## src/rtl/keypad_pkg.sv

```systemverilog
// keypad_pkg: shared types and helpers for the matrix keypad scanner.
//   kp_state_t  - debounce FSM states
//   frame_res_t - classification of one full scan frame
//   clog2       - width helper, minimum 1 bit
//   key_legend  - ASCII legend for a standard 4x4 pad, indexed by linear
//                 key code (code = col*4 + row), for downstream display use
package keypad_pkg;

  typedef enum logic [1:0] {IDLE, DB_PRESS, HELD, DB_REL} kp_state_t;

  typedef enum logic [1:0] {NONE, SINGLE, MULTI} frame_res_t;

  function automatic int unsigned clog2(input int unsigned value);
    clog2 = 1;
    for (int unsigned i = 1; i < 32; i++) begin
      if ((64'd1 << i) < 64'(value)) clog2 = i + 1;
    end
  endfunction

  localparam logic [7:0] KEY_LEGEND [16] = '{
    "1", "4", "7", "*",
    "2", "5", "8", "0",
    "3", "6", "9", "#",
    "A", "B", "C", "D"
  };

  function automatic logic [7:0] key_legend(input logic [3:0] code);
    return KEY_LEGEND[code];
  endfunction

endpackage

```

## src/rtl/keypad_col_scan.sv

```systemverilog
// keypad_col_scan: column strobe generator for the keypad scanner.
//   clk_100MHz  in   system clock
//   rst_n       in   asynchronous active-low reset
//   col         out  one-cold column drive (column c drives col[NUM_COLS-1-c])
//   col_idx     out  index of the column currently driven
//   sample_stb  out  high for the one cycle of each slot when rows are sampled
//   frame_end   out  high on the last cycle of the last column slot
module keypad_col_scan
  import keypad_pkg::*;
#(
  parameter  int unsigned NUM_COLS   = 4,
  parameter  int unsigned SCAN_TICKS = 100000,
  parameter  int unsigned SETTLE     = 10,
  localparam int unsigned CW         = clog2(NUM_COLS)
) (
  input  logic                clk_100MHz,
  input  logic                rst_n,
  output logic [NUM_COLS-1:0] col,
  output logic [CW-1:0]       col_idx,
  output logic                sample_stb,
  output logic                frame_end
);

  localparam int unsigned          TW        = clog2(SCAN_TICKS);
  localparam logic [TW-1:0]        TICK_LAST = TW'(SCAN_TICKS - 1);
  localparam logic [TW-1:0]        TICK_SMPL = TW'(SETTLE);
  localparam logic [CW-1:0]        COL_LAST  = CW'(NUM_COLS - 1);
  localparam logic [NUM_COLS-1:0]  COL_RST   = {1'b0, {(NUM_COLS-1){1'b1}}};

  logic [TW-1:0]       timer;
  logic                wrap;
  logic [CW-1:0]       idx_nxt;
  logic [NUM_COLS-1:0] col_nxt;

  assign wrap       = (timer == TICK_LAST);
  assign sample_stb = (timer == TICK_SMPL);
  assign frame_end  = wrap && (col_idx == COL_LAST);
  assign idx_nxt    = (col_idx == COL_LAST) ? '0 : col_idx + CW'(1);

  // Column drive is precomputed from the next index so the registered
  // strobe lines up with col_idx on the cycle after the wrap.
  always_comb begin
    col_nxt = '1;
    for (int unsigned c = 0; c < NUM_COLS; c++) begin
      if (idx_nxt == CW'(c)) col_nxt[NUM_COLS-1-c] = 1'b0;
    end
  end

  always_ff @(posedge clk_100MHz or negedge rst_n) begin
    if (!rst_n) begin
      timer   <= '0;
      col_idx <= '0;
      col     <= COL_RST;
    end else if (wrap) begin
      timer   <= '0;
      col_idx <= idx_nxt;
      col     <= col_nxt;
    end else begin
      timer   <= timer + TW'(1);
    end
  end

endmodule

```

## src/rtl/keypad_scanner.sv

```systemverilog
// keypad_scanner: matrix keypad scanner with per-key debounce, press/release
// events and multi-key rejection.
//   clk_100MHz   in   system clock
//   rst_n        in   asynchronous active-low reset
//   row          in   row sense, active-low, externally pulled up
//   col          out  column drive, one-cold
//   key_code     out  last accepted key (col*NUM_ROWS + row), held
//   key_valid    out  one-cycle pulse on accepted press (or auto-repeat)
//   key_held     out  high from press accept until release accept
//   key_release  out  one-cycle pulse when a release is accepted
//   multi_key    out  high while the last frame saw more than one key
// Build option: define KEYPAD_AUTOREPEAT_EN to re-pulse key_valid while a
// key is held (after REPEAT_DELAY frames, then every REPEAT_RATE frames).
module keypad_scanner
  import keypad_pkg::*;
#(
  parameter  int unsigned NUM_ROWS       = 4,
  parameter  int unsigned NUM_COLS       = 4,
  parameter  int unsigned SCAN_TICKS     = 100000,
  parameter  int unsigned SETTLE         = 10,
  parameter  int unsigned DEBOUNCE_SCANS = 4,
  parameter  int unsigned REPEAT_DELAY   = 500,
  parameter  int unsigned REPEAT_RATE    = 100,
  localparam int unsigned KEY_W          = clog2(NUM_ROWS * NUM_COLS)
) (
  input  logic                clk_100MHz,
  input  logic                rst_n,
  input  logic [NUM_ROWS-1:0] row,
  output logic [NUM_COLS-1:0] col,
  output logic [KEY_W-1:0]    key_code,
  output logic                key_valid,
  output logic                key_held,
  output logic                key_release,
  output logic                multi_key
);

  localparam int unsigned   CW      = clog2(NUM_COLS);
  localparam int unsigned   DW      = clog2(DEBOUNCE_SCANS + 1);
  localparam logic [DW-1:0] DB_LAST = DW'(DEBOUNCE_SCANS);

  logic [CW-1:0] col_idx;
  logic          sample_stb;
  logic          frame_end;

  keypad_col_scan #(
    .NUM_COLS   (NUM_COLS),
    .SCAN_TICKS (SCAN_TICKS),
    .SETTLE     (SETTLE)
  ) u_col_scan (
    .clk_100MHz (clk_100MHz),
    .rst_n      (rst_n),
    .col        (col),
    .col_idx    (col_idx),
    .sample_stb (sample_stb),
    .frame_end  (frame_end)
  );

  // Frame accumulators: saturating hit count and code of the first hit.
  logic [1:0]       hit_cnt, slot_cnt;
  logic [KEY_W-1:0] first_code, slot_code;
  frame_res_t       res;

  always_comb begin
    slot_cnt  = hit_cnt;
    slot_code = first_code;
    for (int unsigned r = 0; r < NUM_ROWS; r++) begin
      if (!row[NUM_ROWS-1-r]) begin
        if (slot_cnt == 2'd0) slot_code = KEY_W'(32'(col_idx) * NUM_ROWS + r);
        if (slot_cnt != 2'd2) slot_cnt = slot_cnt + 2'd1;
      end
    end
  end

  assign res = (hit_cnt == 2'd0) ? NONE : (hit_cnt == 2'd1) ? SINGLE : MULTI;

  always_ff @(posedge clk_100MHz or negedge rst_n) begin
    if (!rst_n) begin
      hit_cnt    <= '0;
      first_code <= '0;
    end else if (frame_end) begin
      hit_cnt    <= '0;
      first_code <= '0;
    end else if (sample_stb) begin
      hit_cnt    <= slot_cnt;
      first_code <= slot_code;
    end
  end

  // Debounce FSM, advanced only on frame_end.
  kp_state_t        state, state_nxt;
  logic [KEY_W-1:0] cand, cand_nxt, code_nxt;
  logic [DW-1:0]    cnt, cnt_nxt;
  logic             valid_nxt, release_nxt, held_nxt, multi_nxt;
  logic             same;

  assign same = (res == SINGLE) && (first_code == cand);

`ifdef KEYPAD_AUTOREPEAT_EN
  localparam int unsigned RW = clog2(((REPEAT_DELAY > REPEAT_RATE) ? REPEAT_DELAY : REPEAT_RATE) + 1);
  logic [RW-1:0] rep_cnt, rep_cnt_nxt;
  logic          rep_armed, rep_armed_nxt;
`endif

  always_comb begin
    state_nxt   = state;
    cand_nxt    = cand;
    cnt_nxt     = cnt;
    code_nxt    = key_code;
    valid_nxt   = 1'b0;
    release_nxt = 1'b0;
    held_nxt    = key_held;
    multi_nxt   = multi_key;
`ifdef KEYPAD_AUTOREPEAT_EN
    rep_cnt_nxt   = rep_cnt;
    rep_armed_nxt = rep_armed;
`endif
    if (frame_end) begin
      multi_nxt = (res == MULTI);
      unique case (state)
        IDLE: begin
          if (res == SINGLE) begin
            cand_nxt  = first_code;
            cnt_nxt   = DW'(1);
            state_nxt = DB_PRESS;
            if (DB_LAST == DW'(1)) begin
              state_nxt = HELD;
              code_nxt  = first_code;
              valid_nxt = 1'b1;
              held_nxt  = 1'b1;
            end
          end
        end
        DB_PRESS: begin
          if (same) begin
            cnt_nxt = cnt + DW'(1);
            if (cnt_nxt == DB_LAST) begin
              state_nxt = HELD;
              code_nxt  = cand;
              valid_nxt = 1'b1;
              held_nxt  = 1'b1;
            end
          end else if (res == SINGLE) begin
            cand_nxt = first_code;
            cnt_nxt  = DW'(1);
          end else begin
            state_nxt = IDLE;
          end
        end
        HELD: begin
          if (!same && (res != MULTI)) begin
            cnt_nxt   = DW'(1);
            state_nxt = DB_REL;
            if (DB_LAST == DW'(1)) begin
              state_nxt   = IDLE;
              release_nxt = 1'b1;
              held_nxt    = 1'b0;
            end
          end
        end
        DB_REL: begin
          if (same || (res == MULTI)) begin
            state_nxt = HELD;
          end else begin
            cnt_nxt = cnt + DW'(1);
            if (cnt_nxt == DB_LAST) begin
              state_nxt   = IDLE;
              release_nxt = 1'b1;
              held_nxt    = 1'b0;
            end
          end
        end
        default: state_nxt = IDLE;
      endcase
`ifdef KEYPAD_AUTOREPEAT_EN
      // Repeat timing restarts whenever HELD is entered (including a return
      // from DB_REL) and does not advance on multi-key frames.
      if ((state != HELD) || (state_nxt != HELD)) begin
        rep_cnt_nxt   = '0;
        rep_armed_nxt = 1'b0;
      end else if (res != MULTI) begin
        rep_cnt_nxt = rep_cnt + RW'(1);
        if (!rep_armed && (rep_cnt_nxt == RW'(REPEAT_DELAY))) begin
          valid_nxt     = 1'b1;
          rep_cnt_nxt   = '0;
          rep_armed_nxt = 1'b1;
        end else if (rep_armed && (rep_cnt_nxt == RW'(REPEAT_RATE))) begin
          valid_nxt   = 1'b1;
          rep_cnt_nxt = '0;
        end
      end
`endif
    end
  end

  always_ff @(posedge clk_100MHz or negedge rst_n) begin
    if (!rst_n) begin
      state       <= IDLE;
      cand        <= '0;
      cnt         <= '0;
      key_code    <= '0;
      key_valid   <= 1'b0;
      key_release <= 1'b0;
      key_held    <= 1'b0;
      multi_key   <= 1'b0;
`ifdef KEYPAD_AUTOREPEAT_EN
      rep_cnt     <= '0;
      rep_armed   <= 1'b0;
`endif
    end else begin
      state       <= state_nxt;
      cand        <= cand_nxt;
      cnt         <= cnt_nxt;
      key_code    <= code_nxt;
      key_valid   <= valid_nxt;
      key_release <= release_nxt;
      key_held    <= held_nxt;
      multi_key   <= multi_nxt;
`ifdef KEYPAD_AUTOREPEAT_EN
      rep_cnt     <= rep_cnt_nxt;
      rep_armed   <= rep_armed_nxt;
`endif
    end
  end

endmodule

```

## config.mk

```make
export PLATFORM = sky130hd
export DESIGN_NAME = keypad_scanner
export DESIGN_NICKNAME = d
export VERILOG_FILES = /design/src/rtl/keypad_pkg.sv /design/src/rtl/keypad_col_scan.sv /design/src/rtl/keypad_scanner.sv
export SDC_FILE = /design/constraint.sdc
export NUM_CORES = 1
export LEC_CHECK = 0
export ABC_AREA = 1
export BUFFER_PORTS_ARGS = -buffer_cell sky130_fd_sc_hd__clkbuf_2
export CAP_MARGIN = 0
export CORE_MARGIN = 2
export CORE_UTILIZATION = 55
export CTS_CLUSTER_SIZE = 28
export DETAILED_ROUTE_END_ITERATION = 8
export GPL_ROUTABILITY_DRIVEN = 0
export HOLD_SLACK_MARGIN = 0.12
export MAX_ROUTING_LAYER = met4
export PLACE_DENSITY_LB_ADDON = 0.15
export RECOVER_POWER = 50
export SYNTH_ARGS = -nofsm -noshare
export SYNTH_HDL_FRONTEND = slang
export SYNTH_SLANG_ARGS = --single-unit
```

## constraint.sdc

```tcl
create_clock -name clk_100MHz -period 5 [get_ports clk_100MHz]
set_input_delay 0.25 -clock clk_100MHz [delete_from_list [all_inputs] [get_ports clk_100MHz]]
set_output_delay 0.25 -clock clk_100MHz [all_outputs]
set_load 0.005 [all_outputs]
```

# Word level (Yosys, flattened, before mapping)
# Index checks and enable logic that the tools add are counted.
# totals
ff_bits	46
in_bits	6
output_inout_bits	12
elab_cells	127
# classes
n_addsub	10
n_eq_ne	29
mux	56
reduce_logical	19
# ops
op	count
two-way mux 4 bit	12
two-way mux 2 bit	20
!= test 2 bit, second input constant	12
adder 17 x 1 -> 17 bit, second input constant	1
equality test 17 bit, second input constant	1
equality test 17 x 4 -> 1 bit, second input constant	1
two-way mux 17 bit	1
two-way mux 1 bit	15
equality test 2 bit, second input constant	6
logical NOT 2 bit	6
two-way mux 3 bit	4
case mux 3 bit (4 select lines)	1
AND reduction 6 bit	2
adder 2 x 1 -> 2 bit, second input constant	5
!= test 3 bit, second input constant	3
adder 4 x 2 -> 4 bit, second input constant	2
equality test 2 x 1 -> 1 bit, second input constant	4
case mux 2 bit (4 select lines)	1
case mux 4 bit (2 select lines)	1
AND reduction 3 bit	2
nonzero test 2 bit	3
adder 4 x 1 -> 4 bit, second input constant	1
equality test 4 bit	1
AND reduction 4 bit	1
6 further kinds	8

# Longest topological paths before layout
# Gate-level depths: netlist of run 1.
# depth
ltp_word	14
depth_mapped	15
ltp_nobuf	15

# Cells and area by module
# Synthesis of run 1 repeated with hierarchy kept, for this count alone.
# unflattened
hier_cells	391
hier_area_um2	2861.5
# modules_own_cells
mod	n_inst	cells_each	area_each_um2	seq_area_each_um2
keypad_scanner	1	213	1497.7	575.6
keypad_col_scan	1	178	1363.8	579.3

# Least setup slack after synthesis of run 1
# OpenSTA, ideal clock, no wires.
# synth_timing
kind	register to register
start	register hit_cnt[0]
end	register first_code[2]
setup_ps	117
arrival_time_ps	1590
t_required_ps	4883
setup_slack_ps	3293
stages_incl_launch_ff	15
path_buffers	0
period_less_slack_ps	1707
path_cell_list	dfrtp_1 inv_1 ha_1 inv_1 nand2_1 nand2_1 nand3_1 nand2_1 nand2_1 nand2_1 nand2_1 nor2_4 nand2_1 nand3_1 nand2_1
# synth_between
elab_chain_len	14
elab_cells_between_ends	26
cone_classes	add/sub: 3; eq/ne: 3; mux: 16; reduce/logical: 4
# synth_rtl
item	line_no	rtl
from (decl)	keypad_scanner.sv:59	logic [1:0] hit_cnt, slot_cnt;
from (signal assigned)	keypad_scanner.sv:84	hit_cnt <= slot_cnt;
adder 2 x 1 -> 2 bit / != test 2 bit (equally long branches)	keypad_scanner.sv:69	if (slot_cnt != 2'd2) slot_cnt = slot_cnt + 2'd1;
two-way mux 2 bit	keypad_scanner.sv:69	
two-way mux 2 bit	keypad_scanner.sv:67	if (!row[NUM_ROWS-1-r]) begin
adder 2 x 1 -> 2 bit / != test 2 bit (equally long branches)	keypad_scanner.sv:69	
two-way mux 2 bit	keypad_scanner.sv:69	
two-way mux 2 bit	keypad_scanner.sv:67	
adder 2 x 1 -> 2 bit / != test 2 bit (equally long branches)	keypad_scanner.sv:69	
two-way mux 2 bit	keypad_scanner.sv:69	
two-way mux 2 bit	keypad_scanner.sv:67	
logical NOT 2 bit	keypad_scanner.sv:68	if (slot_cnt == 2'd0) slot_code = KEY_W'(32'(col_idx) * NUM_ROWS + r);
two-way mux 4 bit	keypad_scanner.sv:68	
two-way mux 4 bit (*)	keypad_scanner.sv:67	
two-way mux 4 bit (*)	keypad_scanner.sv:83	end else if (sample_stb) begin
two-way mux 4 bit (*)	keypad_scanner.sv:80	end else if (frame_end) begin
to (signal assigned)	keypad_scanner.sv:85	first_code <= slot_code;
to (decl)	keypad_scanner.sv:60	logic [KEY_W-1:0] first_code, slot_code;
# Every way passes the cells marked *; elsewhere a longest branch is shown, timed or not. The select of a mux whose other input is x is not followed.
# A chain may end at the register's enable or synchronous reset.

==> results of run 1 <==
-- worst register-to-register path, stage by stage, from the launching register on --
cell and delay, ns:
sky130_fd_sc_hd__dfrtp_1 0.38, sky130_fd_sc_hd__inv_1 0.16, sky130_fd_sc_hd__ha_1 0.27, sky130_fd_sc_hd__nand2_1 0.07
sky130_fd_sc_hd__nand2_1 0.10, sky130_fd_sc_hd__nand2_1 0.08, sky130_fd_sc_hd__nand3_1 0.12, sky130_fd_sc_hd__nand3_1 0.10
sky130_fd_sc_hd__nand2_1 0.06, sky130_fd_sc_hd__nand2_1 0.08, sky130_fd_sc_hd__nand2_1 0.09, sky130_fd_sc_hd__nor2_4 0.11
sky130_fd_sc_hd__nand2_1 0.06, sky130_fd_sc_hd__nand3_1 0.10, sky130_fd_sc_hd__nand2_1 0.06
-- power by group --
group	switching (W)	leakage, nW	internal, W
registers	0.00000475	0.603	0.000377
clock network	0.000116	0.0383	0.0000964
logic	0.0000710	0.980	0.0000340
total	0.000192	1.62	0.000508
-- worst max-delay path by stage --
stage | start | end | slack (ns)
2_1_floorplan | hit_cnt[0] | first_code[2] | 3.29
3_3_place_gp | hit_cnt[1] | first_code[2] | 3.13
3_5_place_dp | hit_cnt[1] | first_code[3] | 3.09
4_1_cts | hit_cnt[1] | first_code[2] | 3.07
5_1_grt | rst_n | u_col_scan.col[3] | 1.71
6_report | rst_n | first_code[1] | 2.32
-- kinds of logic after synthesis --
logic type / after synthesis
fa+ha+maj: 13
simple gates: 188
buf+inv: 60
compound gates: 56
flops: 46
xor+xnor: 4
-- cells in the mapped netlist --
master                     number
sky130_fd_sc_hd__a21oi_1       14
sky130_fd_sc_hd__a31oi_1        3
sky130_fd_sc_hd__and3_1         1
sky130_fd_sc_hd__buf_2          1
sky130_fd_sc_hd__clkbuf_1       1
sky130_fd_sc_hd__clkinv_2       1
sky130_fd_sc_hd__dfrtp_1       43
sky130_fd_sc_hd__dfstp_2        3
sky130_fd_sc_hd__ha_1          13
sky130_fd_sc_hd__inv_1         53
sky130_fd_sc_hd__inv_2          4
sky130_fd_sc_hd__nand2_1      107
sky130_fd_sc_hd__nand2_2        2
sky130_fd_sc_hd__nand3_1       25
sky130_fd_sc_hd__nand3_2        2
sky130_fd_sc_hd__nand3_4        1
sky130_fd_sc_hd__nand3b_1       1
sky130_fd_sc_hd__nand4_1        7
sky130_fd_sc_hd__nand4_4        1
sky130_fd_sc_hd__nor2_1        22
sky130_fd_sc_hd__nor2_2         1
sky130_fd_sc_hd__nor2_4         2
sky130_fd_sc_hd__nor2_8         1
sky130_fd_sc_hd__nor3_1         2
sky130_fd_sc_hd__nor3_2         3
sky130_fd_sc_hd__nor4_1         3
sky130_fd_sc_hd__nor4_4         1
sky130_fd_sc_hd__o211ai_1       1
sky130_fd_sc_hd__o21ai_0       21
sky130_fd_sc_hd__o21ai_1       11
sky130_fd_sc_hd__o21bai_1       2
sky130_fd_sc_hd__o221ai_1       2
sky130_fd_sc_hd__o22ai_1        1
sky130_fd_sc_hd__o31ai_1        1
sky130_fd_sc_hd__or2_2          5
sky130_fd_sc_hd__or2_4          1
sky130_fd_sc_hd__xor2_1         4
-- placed cells by master (no fill, tap or decap), types with 2 or more instances in the layout --
master / n
sky130_fd_sc_hd__clkbuf_1: 11
sky130_fd_sc_hd__a21oi_1: 14
sky130_fd_sc_hd__dfrtp_1: 43
sky130_fd_sc_hd__nor2_4: 2
sky130_fd_sc_hd__inv_1: 54
sky130_fd_sc_hd__inv_2: 3
sky130_fd_sc_hd__o21bai_1: 2
sky130_fd_sc_hd__ha_1: 13
sky130_fd_sc_hd__dfstp_2: 3
sky130_fd_sc_hd__nand3_1: 25
sky130_fd_sc_hd__nor4_1: 3
sky130_fd_sc_hd__o21ai_1: 11
sky130_fd_sc_hd__o221ai_1: 2
sky130_fd_sc_hd__o21ai_0: 21
sky130_fd_sc_hd__nand2_2: 2
sky130_fd_sc_hd__nand3_2: 2
sky130_fd_sc_hd__nand2_1: 107
sky130_fd_sc_hd__a31oi_1: 3
sky130_fd_sc_hd__xor2_1: 4
sky130_fd_sc_hd__nor3_2: 3
sky130_fd_sc_hd__nor2_1: 22
sky130_fd_sc_hd__clkbuf_2: 9
sky130_fd_sc_hd__clkbuf_8: 5
sky130_fd_sc_hd__nand4_1: 7
sky130_fd_sc_hd__nor3_1: 2
sky130_fd_sc_hd__or2_2: 5
-- routing by layer --
| metal | GRT usage (%) | vias to the layer above |
|---|---|---|
| li1 | - | 1227 |
| met1 | 28.8 | 1093 |
| met2 | 38.0 | 32 |
| met3 | 4.95 | 6 |
| met4 | 7.02 | 0 |
| met5 | - | - |
-- state kept, by name, summed over array words and instances (netlist names) --
| name | flops |
|---|---|
| u_col_scan.timer | 17 |
| cand | 4 |
| first_code | 4 |
| key_code | 4 |
| u_col_scan.col | 4 |
| cnt | 3 |
| hit_cnt | 2 |
| state | 2 |
| u_col_scan.col_idx | 2 |
| key_held | 1 |
| key_release | 1 |
| key_valid | 1 |
| multi_key | 1 |
-- area by class of cell --
type,instances,area (um^2)
fillers,465,1790
multi-input cells,261,1410
flip-flops and latches,46,1150
inverters,58,219
repair buffers,19,88.8
well taps,67,83.8
clock buffers,7,76.3
-- through the flow --
step | instances | hold WS, ns | cell area, um^2 | setup WS [ns]
after floorplan | 367 | -0.0456 | 2790 | 3.29
after global placement | 450 | 0.374 | 2960 | 3.13
after detailed placement | 450 | 0.371 | 2960 | 3.09
after CTS | 458 | 0.291 | 3040 | 3.07
after global routing | 458 | 0.374 | 3030 | 1.71
final | 458 | 0.321 | 3030 | 2.32
==> results.md, run 1 <==
GRT:
- The maximum number of pins on one net before global-route repair is 47.
- The number of antenna violations at the first check in global routing is 0.
- The remaining global-route overflow is 0.
- The first global-routing pass estimated 9.71 mm of wire.
- For this run, the total global-route usage over all layers was measured as 23.2%.
- The number of global-route vias before repair came to 2271.

Clock network:
- After clock tree synthesis, the flow added hold-fix buffers numbering 1.
- The longest clock path from root to sink contains 2 buffers.
- After clock tree synthesis, the repair step resized 0 gates.
- The CTS tree is built.
- The total number of H-tree levels is 2.
- The later-pin clock latency in the skew report is 0.29 ns.
- In this run the post-CTS setup repair buffer count came out at 0.
- The clock sink count is 46.
- The clock-pin slew on the worst setup and hold paths is 0.08 ns.
- The number of buffers added by the clock tree synthesis step is 5.
- Clock tree synthesis selected as its root buffer the cell sky130_fd_sc_hd__clkbuf_8.

Synth:
- The largest area contributor in the netlist is sky130_fd_sc_hd__dfrtp_1.
- Summing the areas of all xor and xnor instances in the mapped netlist gives 1.26% of the synthesized area.
- After synthesis, the largest family of logic cells by area is simple AND/OR/NAND/NOR gates.
- In the post-synthesis netlist, the biggest area contributors are sky130_fd_sc_hd__dfrtp_1, sky130_fd_sc_hd__nand2_1, sky130_fd_sc_hd__inv_1.
- The average instance in the mapped netlist occupies 7.60 um^2.
- The fraction of the mapped netlist area in simple logic gates is 32.5%.
- The synthesized netlist devotes 5.83% of its cell area to adder and majority cells.
- The cell count after synthesis is 367.
- The synthesized design contains 46 register bits.
- Counting distinct cell types in the post-synthesis netlist gives 37.
- The number of nets handed over by synthesis was 386.
- The top-area cell type share of the netlist area is 38.6%.
- The sequential share of the synthesized area is 41.4%.
- Summing the areas of all compound-gate instances in the mapped netlist gives 10.9% of the synthesized area.
- In the synthesized netlist, mux cells make up 0% of the area.
- In this run the cell area of the synthesized design comes to 2790 um^2.
- The Yosys step of the flow raised 0 warnings.

Floorplan:
- The overall die width is 75.2 um.
- The floorplan step defined a die boundary enclosing 5660 um^2.
- The number of I/O pins is 18.
- Row generation in the floorplan step produced 25 rows.
- The core region is 4820 um^2.
- From bottom edge to top edge, the die measures 75.2 um.
- The initial core utilization is 57.9%.

Worst hold path:
- The startpoint of the most critical hold path is row[0].
- The hold-critical path depth is 4.
- For hold timing, the worst endpoint is hit_cnt[0].
- The worst hold-check path type is input port to register.

Timing:
- In the finished design, the share of the clock period the worst path needs comes to 53.6%.
- The maximum operating frequency is 0.373 GHz.
- The max-slew violation total from the final report is 47.
- The final-report setup violation count is 0.
- The transition at the pin with the smallest max-transition slack is 2.40 ns.
- Summed over all failing endpoints, the final setup total negative slack is 0 ns.
- The clock arrives with 0.00689 ns of skew.
- Setup repair after global routing left no endpoint under its margin.
- The final count of hold timing violations was 0.
- In this run the tightest slew margin relative to its limit is -60.1%.
- The minimum clock period after layout is 2.68 ns.

Drt:
- The routed length on met3 is 146 um.
- The first TritonRoute pass finished after 4 iterations.
- The length of routed wiring on met1 is 2.67 mm.
- The routed layout has 2358 vias.
- Detailed routing placed a total of 2.61 mm of wire on met2.
- The top metal layer carrying routed signals is met4.
- The final wirelength is 5.50 mm.
- After detailed routing, the average wire length per cell comes to 12.0 um.
- For this run, design rule violations remaining after detail routing come to 0.
- For this block, the initial DRC count from the detailed router was 75.
- The via count normalized by instance count is 5.15.
- The remaining number of nets flagged by the antenna check after routing is 0.

Setup path:
- The worst setup path is captured at an async pin.
- The number of buffers and inverters on the critical path is 3.
- The worst register-to-register path has a setup slack of 3.06 ns.
- For the worst setup path, the data required time is 4.91 ns.
- The capturing point of the worst reg2reg path is first_code[2].
- The largest single stage delay on the critical path is 1.70 ns.
- The startpoint identified for the worst register-to-register timing path is hit_cnt[1].
- The setup path with the least slack is of type input port to async pin.
- The kind of cell with the highest combined delay on the critical path is buffers and inverters.
- The critical path startpoint category is an input port.
- The number of cells on the worst reg-to-reg path is 14.
- Walking the worst path, the cells encountered are dlygate4sd3_1, clkbuf_2, clkbuf_1.
- On the critical path, the stage with the largest delay is an instance of sky130_fd_sc_hd__clkbuf_1.
- Counting buffers and inverters, the worst setup path is 3 cells deep.
- The largest driver fanout on the critical path is 46.
- The data arrival time of the critical path is 2.59 ns.

Power:
- The leakage component of the power is 1.62 nW.
- The power per cell area is 231 nW/um^2.
- The maximum vdd drop is 0.148 mV.
- The post-route total power is 0.000700 W.

Cells and area:
- The post-layout utilization of the core is 62.9%.
- The post-route netlist has 10.5% of its cells at a drive strength greater than 1.
- For this run, the post-layout net count is 410.
- The area growth from synthesis to layout is 8.61%.
- The number of antenna diodes in the final layout is 0.

Outcome:
- The final reports fail on max-capacitance violations, max-slew violations.
- The flow ran to the end, but the final reports show violations.

Flow run:
- The max-cap check violation count is 1.

Place:
- Port buffering added 17 buffers.
- Detailed placement ended at an HPWL of 4.22 mm.
Note: power is estimated with default switching activity, not from simulation.
==> run 2, diff against run 1 <==
- clock period: 5 -> 2.6 ns (I/O delays scaled with it)
==> results.md, run 2 (synthesis gave the netlist of run 1 again) <==
GRT:
- The number of antenna violations at the first check in global routing is 0 (unchanged).
- The remaining global-route overflow was 0 (unchanged).
- The aggregate global-route resource usage is 22.6% (was 23.2%).
- The global-route wire length before repair was 9.65 mm (was 9.71 mm).
- The maximum number of pins on one net before global-route repair came to 47 (unchanged).
- The number of global-route vias before repair is 2262 (was 2271).

Setup path:
- The critical path startpoint category was a register (was input port).
- The master of the slowest instance on the critical path is sky130_fd_sc_hd__dfrtp_1 (was sky130_fd_sc_hd__clkbuf_1).
- The critical path start-end classification is register to register (was input port to async pin).
- The largest driver fanout on the critical path was 6 (was 46).
- Crit-path cells: inv_1, ha_1, nand2_1, nand2_1, nand2_1, nand3_1, nand3_1, nand2_1, nand2_1, nand2_1, nor2_4, nand2_1, nand3_1, nand2_1 (was dlygate4sd3_1, clkbuf_2, clkbuf_1).
- The endpoint class of the critical path was a register (was async pin).
- The most prevalent standard cell on the critical path is sky130_fd_sc_hd__nand2_1.
- The highest cell delay on the worst timing path is 0.38 ns (was 1.70 ns).
- The data arrival time of the critical path was 2.12 ns (was 2.59 ns).
- The endpoint required time on the critical path was 2.79 ns (was 4.91 ns).

Power:
- The combinational share of power is 13.9% (was 15.0%).
- The share of total power in sequential cells is 50.7% (was 54.6%).
- The clock group share of total power is 35.4% (was 30.4%).
- The maximum vdd drop came to 0.252 mV (was 0.148 mV).
- The net load switching power is 0.000370 W (was 0.000192 W).
- The internal power of the cells is 0.00108 W (was 0.000508 W).
- The post-route total power is 0.00145 W (was 0.000700 W).
- The leakage component of the power is 1.64 nW (was 1.62 nW).
- The power per cell area is 473 nW/um^2 (was 231 nW/um^2).
- The switching portion of total power came to 25.5% (was 27.5%).

Floorplan:
- The overall die width came to 75.2 um (unchanged).
- The area enclosed by the die boundary came to 5660 um^2 (unchanged).
- The initial core utilization is 57.9% (unchanged).
- The row count is 25 (unchanged).
- The number of I/O pins was 18 (unchanged).
- The standard cell core area is 4820 um^2 (unchanged).
- The overall die height is 75.2 um (unchanged).

Worst hold path:
- The worst hold-check path type is input port to register (unchanged).

Clock network:
- The master cell of the clock root buffer is sky130_fd_sc_hd__clkbuf_8 (unchanged).
- The clock sink count was 46 (unchanged).
- The later-pin clock latency in the skew report is 0.29 ns (about the same).
- The post-CTS setup buffer count is 0 (unchanged).
- The number of buffers added by the clock tree synthesis step is 5 (unchanged).
- The clock-pin slew on the worst setup and hold paths is 0.08 ns (about the same).
- The largest buffer count on any clock path was 2 (unchanged).
- The total number of H-tree levels is 2 (unchanged).
- The CTS tree is built (unchanged).

Cells and area:
- The top register by number of flip-flops is u_col_scan.timer (unchanged).
- The number of flip-flops under the largest register name is 17 (unchanged).
- The number of nets at the end of the flow came to 410 (unchanged).
- The relative area change from synthesis to final layout is 9.73% (was 8.61%).
- Commonest non-fill, non-tap cells in the layout: sky130_fd_sc_hd__nand2_1, sky130_fd_sc_hd__inv_1, sky130_fd_sc_hd__dfrtp_1, sky130_fd_sc_hd__nand3_1, sky130_fd_sc_hd__nor2_1 (unchanged).
- The most common library cell in the layout ignoring fill and taps is sky130_fd_sc_hd__nand2_1 (unchanged).
- The filler cell count was 449 (was 465).
- The fraction of final layout cells with drive strength greater than 1 is 11.0% (was 10.5%).
- The number of diodes came to 0 (unchanged).

Drt:
- The total number of vias is 2383 (was 2358).
- The initial DRC count is 109 (was 75).
- The final wirelength came to 5.48 mm (was 5.50 mm).
- The remaining number of nets flagged by the antenna check after routing is 0 (unchanged).
- The first-pass detailed-route iteration total came to 4 (unchanged).
- The number of remaining DRC errors is 0 (unchanged).
- The via count normalized by instance count came to 5.19 (was 5.15).
- The routed wire length per instance is 11.9 um (was 12.0 um).

Timing:
- In the finished design, the share of the clock period the worst path needs comes to 74.3%.
- The final count of hold timing violations was 0 (unchanged).
- The final-report setup violation count is 0 (unchanged).
- The max-slew violation total from the final report came to 0 (was 47).
- The final-layout setup total negative slack is 0 ns (unchanged).
- The worst path in the final design needs a cycle of 1.93 ns, including I/O delays and setup.
- The post-route worst setup slack is 0.668 ns (was 2.32 ns).
- RSZ-0062 raised after global routing: no (unchanged).
- The setup skew after layout is 0.0104 ns (was 0.00689 ns).
- The relative max-transition margin was 26.1% (was -60.1%).
- Static timing analysis puts the maximum clock frequency at 0.518 GHz.
- The transition at the pin with the smallest max-transition slack is 1.11 ns (was 2.40 ns).

Place:
- The number of buffers added on ports is 17 (unchanged).
- The pre-CTS worst setup slack is 0.683 ns (was 3.09 ns).
- The half-perimeter wire length after placement is 4.22 mm (about the same).

Flow run:
- The max-cap check violation count came to 0 (was 1).

Outcome:
- Run status: completed (was complete, but fails checks).
## run 2: changes by cell type in the layout (fill, tap and decap cells not counted)
cell / before / now
sky130_fd_sc_hd__clkbuf_1: 11 / 10
sky130_fd_sc_hd__clkbuf_2: 9 / 10
sky130_fd_sc_hd__bufinv_16: 0 / 1
## run 2: layout make-up
class                      instances  area [um^2]  area share [%]
sequential                        46         1150            37.7
multi-input combinational        261         1410            46.0
timing repair buffer              19         90.1            2.94
inverter                          58          219            7.15
tap                               67         83.8            2.74
clock buffer                       7         76.3            2.49
clock inverter                     1         30.0           0.981
## run 2: path summary, 6_finish.rpt
path | slack, ns | cells past startpoint | from | end
max | 0.67 | 14 | hit_cnt[1] | first_code[2]
max in group asynchronous | 1.25 | 3 | rst_n | u_col_scan.timer[0]
min in group asynchronous | 0.66 | 3 | rst_n | cnt[2]
max reg2reg | 0.67 | 14 | hit_cnt[1] | first_code[2]
min | 0.20 | 4 | row[0] | hit_cnt[0]
min reg2reg | 0.49 | 1 | u_col_scan.timer[0] | u_col_scan.timer[0]
## run 2: power groups by stage
stage	clock, W	combinational (W)	sequential (W)
floorplan	0	0.000147	0.000747
global placement	0	0.000198	0.000749
detailed placement	0	0.000200	0.000749
CTS	0.000531	0.000203	0.000735
global route	0.000561	0.000234	0.000737
finish	0.000512	0.000201	0.000735
## run 2: per-stage QoR
stage          util (%)  instance area (um^2)  cells  hold WS, ns
3_5_place_dp       61.4                  2960    450        0.255
6_report           63.6                  3060    459        0.199
4_1_cts            63.8                  3070    459        0.174
3_3_place_gp       61.4                  2960    450        0.255
5_1_grt            63.6                  3060    459        0.260
2_1_floorplan         -                  2790    367       -0.166
## run 2: repair_timing
| item | CTS | global route |
|---|---|---|
| endpoints found under the hold margin | 43 | 0 |
| resized for setup | 0 | 0 |
| endpoints found under the setup margin | 0 | 0 |
| hold buffers | 1 | 0 |
## run 2: layer usage
metal  vias to the layer above  global-route usage, %  part of all wire (%)
met5                         -                      -                     0
met4                         0                   5.85                  0.84
met3                         6                   3.35                   3.5
met2                        41                   37.7                    49
met1                      1100                   29.0                    47
li1                       1236                      -                     -
## run 2: critical path, delay by kind of cell (launching register included)
family / cells / cell delay, ns
flip-flops: 1 / 0.38
adder cells (fa/ha/maj): 1 / 0.27
AND/OR/NAND/NOR: 12 / 0.98
buffers and inverters: 1 / 0.17
==> run 3, diff against run 2 <==
- clock period: 2.6 -> 1.6 ns (I/O delays scaled with it)
==> results.md, run 3 (synthesis gave the netlist of run 1 again) <==
Floorplan:
- The row count is 25 (unchanged).
- The overall die width was 75.2 um (unchanged).
- The area enclosed by the die boundary is 5660 um^2 (unchanged).
- The standard cell core area is 4820 um^2 (unchanged).
- The initial core utilization was 57.9% (unchanged).
- The overall die height is 75.2 um (unchanged).
- The number of I/O pins is 18 (unchanged).

Cells and area:
- The final cell count without fillers is 512 (was 459).
- The most common library cell in the layout ignoring fill and taps is sky130_fd_sc_hd__nand2_1 (unchanged).
- The top register by number of flip-flops is u_col_scan.timer (unchanged).
- The number of flip-flops under the largest register name came to 17 (unchanged).
- The multi-input gate area in the final layout came to 1870 um^2 (was 1410 um^2).
- Commonest non-fill, non-tap cells in the layout: sky130_fd_sc_hd__nand2_1, sky130_fd_sc_hd__inv_1, sky130_fd_sc_hd__dfrtp_1, sky130_fd_sc_hd__buf_4, sky130_fd_sc_hd__nand2_2 (was sky130_fd_sc_hd__nand2_1, sky130_fd_sc_hd__inv_1, sky130_fd_sc_hd__dfrtp_1, sky130_fd_sc_hd__nand3_1, sky130_fd_sc_hd__nor2_1).
- The number of diodes is 0 (unchanged).
- The number of nets at the end of the flow is 463 (was 410).
- The fraction of final layout cells with drive strength greater than 1 is 42.7% (was 11.0%).
- The relative area change from synthesis to final layout is 43.1% (was 9.73%).
- The sequential cell area in the final layout was 1150 um^2 (unchanged).
- The filler cell count is 305 (was 449).

Drt:
- The number of remaining DRC errors is 0 (unchanged).
- The initial DRC count is 154 (was 109).
- The remaining number of nets flagged by the antenna check after routing was 0 (unchanged).
- The first-pass detailed-route iteration total was 4 (unchanged).
- The routed wire length per instance is 14.6 um (was 11.9 um).
- The via count normalized by instance count is 5.37 (was 5.19).
- The final wirelength is 7.46 mm (was 5.48 mm).
- The total number of vias is 2749 (was 2383).

GRT:
- The aggregate global-route resource usage is 25.9% (was 22.6%).
- The remaining global-route overflow is 0 (unchanged).
- The number of antenna violations at the first check in global routing came to 0 (unchanged).
- The global-route wire length before repair was 10.9 mm (was 9.65 mm).
- The maximum number of pins on one net before global-route repair is 47 (unchanged).
- The number of global-route vias before repair is 2532 (was 2262).

Worst hold path:
- The worst hold endpoint is hit_cnt[0] (unchanged).
- The worst hold-check path type was input port to register (unchanged).
- The startpoint of the most critical hold path is row[1] (was row[0]).
- The hold-critical path depth is 6 (was 4).

Timing:
- The max-slew violation total from the final report is 0 (unchanged).
- RSZ-0062 raised after global routing: yes (was no).
- The final-report setup violation count is 37 (was 0).
- The post-route worst setup slack was -0.224 ns (was 0.668 ns).
- The transition at the pin with the smallest max-transition slack is 1.15 ns (was 1.11 ns).
- The share of the clock period used by the worst path is 114% (was 74.3%).
- The setup skew after layout is 0.00679 ns (was 0.0104 ns).
- The final count of hold timing violations came to 0 (unchanged).
- The relative max-transition margin is 23.3% (was 26.1%).
- The maximum operating frequency is 0.548 GHz (was 0.518 GHz).
- The minimum clock period after layout is 1.82 ns (was 1.93 ns).

Flow run:
- The max-cap check violation count is 0 (unchanged).

Power:
- The leakage component of the power is 2.07 nW (was 1.64 nW).
- The power per cell area is 653 nW/um^2 (was 473 nW/um^2).
- The maximum vdd drop is 0.531 mV (was 0.252 mV).

Outcome:
- The checks that failed: negative setup slack.
- Run status: complete, but fails checks (was completed).

Setup path:
- The capturing point of the worst reg2reg path is u_col_scan.timer[16] (was first_code[2]).
- The critical path startpoint category is a register (unchanged).
- The largest driver fanout on the critical path is 3 (was 6).
- The data arrival time of the critical path was 2.02 ns (was 2.12 ns).
- The critical path start-end classification was register to register (unchanged).
- The setup slack of the most critical reg-to-reg path is -0.22 ns (was 0.67 ns).
- The endpoint class of the critical path is a register (unchanged).
- The endpoint required time on the critical path is 1.79 ns (was 2.79 ns).
- The cell count of the worst reg-to-reg path is 12 (was 14).
- The launch instance of the worst register-to-register path is u_col_scan.timer[1] (was hit_cnt[1]).

Clock network:
- The number of buffers added by the clock tree synthesis step is 5 (unchanged).
- The largest buffer count on any clock path was 2 (unchanged).
- The master cell of the clock root buffer is sky130_fd_sc_hd__clkbuf_8 (unchanged).
- The clock sink count was 46 (unchanged).
- The clock-pin slew on the worst setup and hold paths is 0.09 ns (was 0.08 ns).
- The total number of H-tree levels is 2 (unchanged).
- The CTS tree is built (unchanged).
- The later-pin clock latency in the skew report is 0.31 ns (was 0.29 ns).

Place:
- The half-perimeter wire length after placement is 4.66 mm (was 4.22 mm).
- The pre-CTS worst setup slack was -0.148 ns (was 0.683 ns).
- The number of buffers added on ports is 17 (unchanged).
- The count of placed standard cells including taps is 492 (was 450).
run 3: cell types whose count changed in the layout (fill, tap and decap cells not counted), sizes merged:
cell / change
dlygate4sd3: +1
clkinv: +1
buf: +51
inv: +1
clkbuf: -1
run 3: worst max-delay path, stage by stage, from the launching register on:
cell	delay [ns]
sky130_fd_sc_hd__dfrtp_1	0.36
sky130_fd_sc_hd__ha_2	0.20
sky130_fd_sc_hd__nand2_2	0.06
sky130_fd_sc_hd__inv_2	0.07
sky130_fd_sc_hd__nand2_4	0.05
sky130_fd_sc_hd__nor2_4	0.16
sky130_fd_sc_hd__nand2_2	0.11
sky130_fd_sc_hd__nor2_4	0.16
sky130_fd_sc_hd__nand3_4	0.13
sky130_fd_sc_hd__nor3_4	0.17
sky130_fd_sc_hd__nand3_1	0.11
sky130_fd_sc_hd__nand2_1	0.08
sky130_fd_sc_hd__nor2_1	0.05
run 3: worst max path at each step:
| stage | from | end | slack (ns) | cells past startpoint |
|---|---|---|---|---|
| 2_1_floorplan | hit_cnt[0] | first_code[2] | -0.04 | 15 |
| 3_3_place_gp | hit_cnt[1] | first_code[0] | -0.12 | 13 |
| 3_5_place_dp | hit_cnt[0] | first_code[2] | -0.15 | 15 |
| 4_1_cts | hit_cnt[1] | first_code[2] | -0.13 | 15 |
| 5_1_grt | hit_cnt[1] | first_code[2] | -0.31 | 15 |
| 6_report | u_col_scan.timer[1] | u_col_scan.timer[16] | -0.22 | 12 |
run 3: power breakdown:
part | leakage (nW) | switching [W] | internal, W | total, W
Sequential | 0.603 | 0.0000143 | 0.00118 | 0.00119
Combinational | 1.41 | 0.000336 | 0.000211 | 0.000547
Clock | 0.0579 | 0.000408 | 0.000460 | 0.000868
Total | 2.07 | 0.000758 | 0.00185 | 0.00261
run 3: layout make-up:
class                           instances  share of cell area (%)
Clock buffer                            5                    1.72
Clock inverter                          3                    1.00
Inverter                               58                    5.58
Multi-Input combinational cell        261                    46.8
Sequential cell                        46                    28.9
Tap cell                               67                    2.10
Timing Repair Buffer                   72                    13.9
run 3: per-layer routing:
layer  vias up  track usage [%]  wire length [um]
li1       1347                -                 -
met1      1331             31.3              3140
met2        58             43.8              3960
met3        13             5.49               216
met4         0             7.80               142
met5         -                -                 0
run 3: per-stage QoR:
stage               area (um^2)  hold slack [ns]  util [%]  power, W  TNS [ns]
global route               3990            0.346      82.9   0.00272     -7.65
finish                     3990            0.312      82.9   0.00261     -4.32
CTS                        3650            0.292      75.8   0.00255     -1.57
floorplan                  2830           -0.216         -   0.00149    -0.138
detailed placement         3310            0.213      68.8   0.00163     -1.75
global placement           3310            0.202      68.8   0.00162    -0.924
run 3: what timing repair did:
action	CTS	global route
resized for setup	50	83
endpoints found under the setup margin	28	41
pin swaps	21	26
endpoints found under the hold margin	44	0
buffers inserted	4	7
hold buffers	2	0
gates cloned	0	1
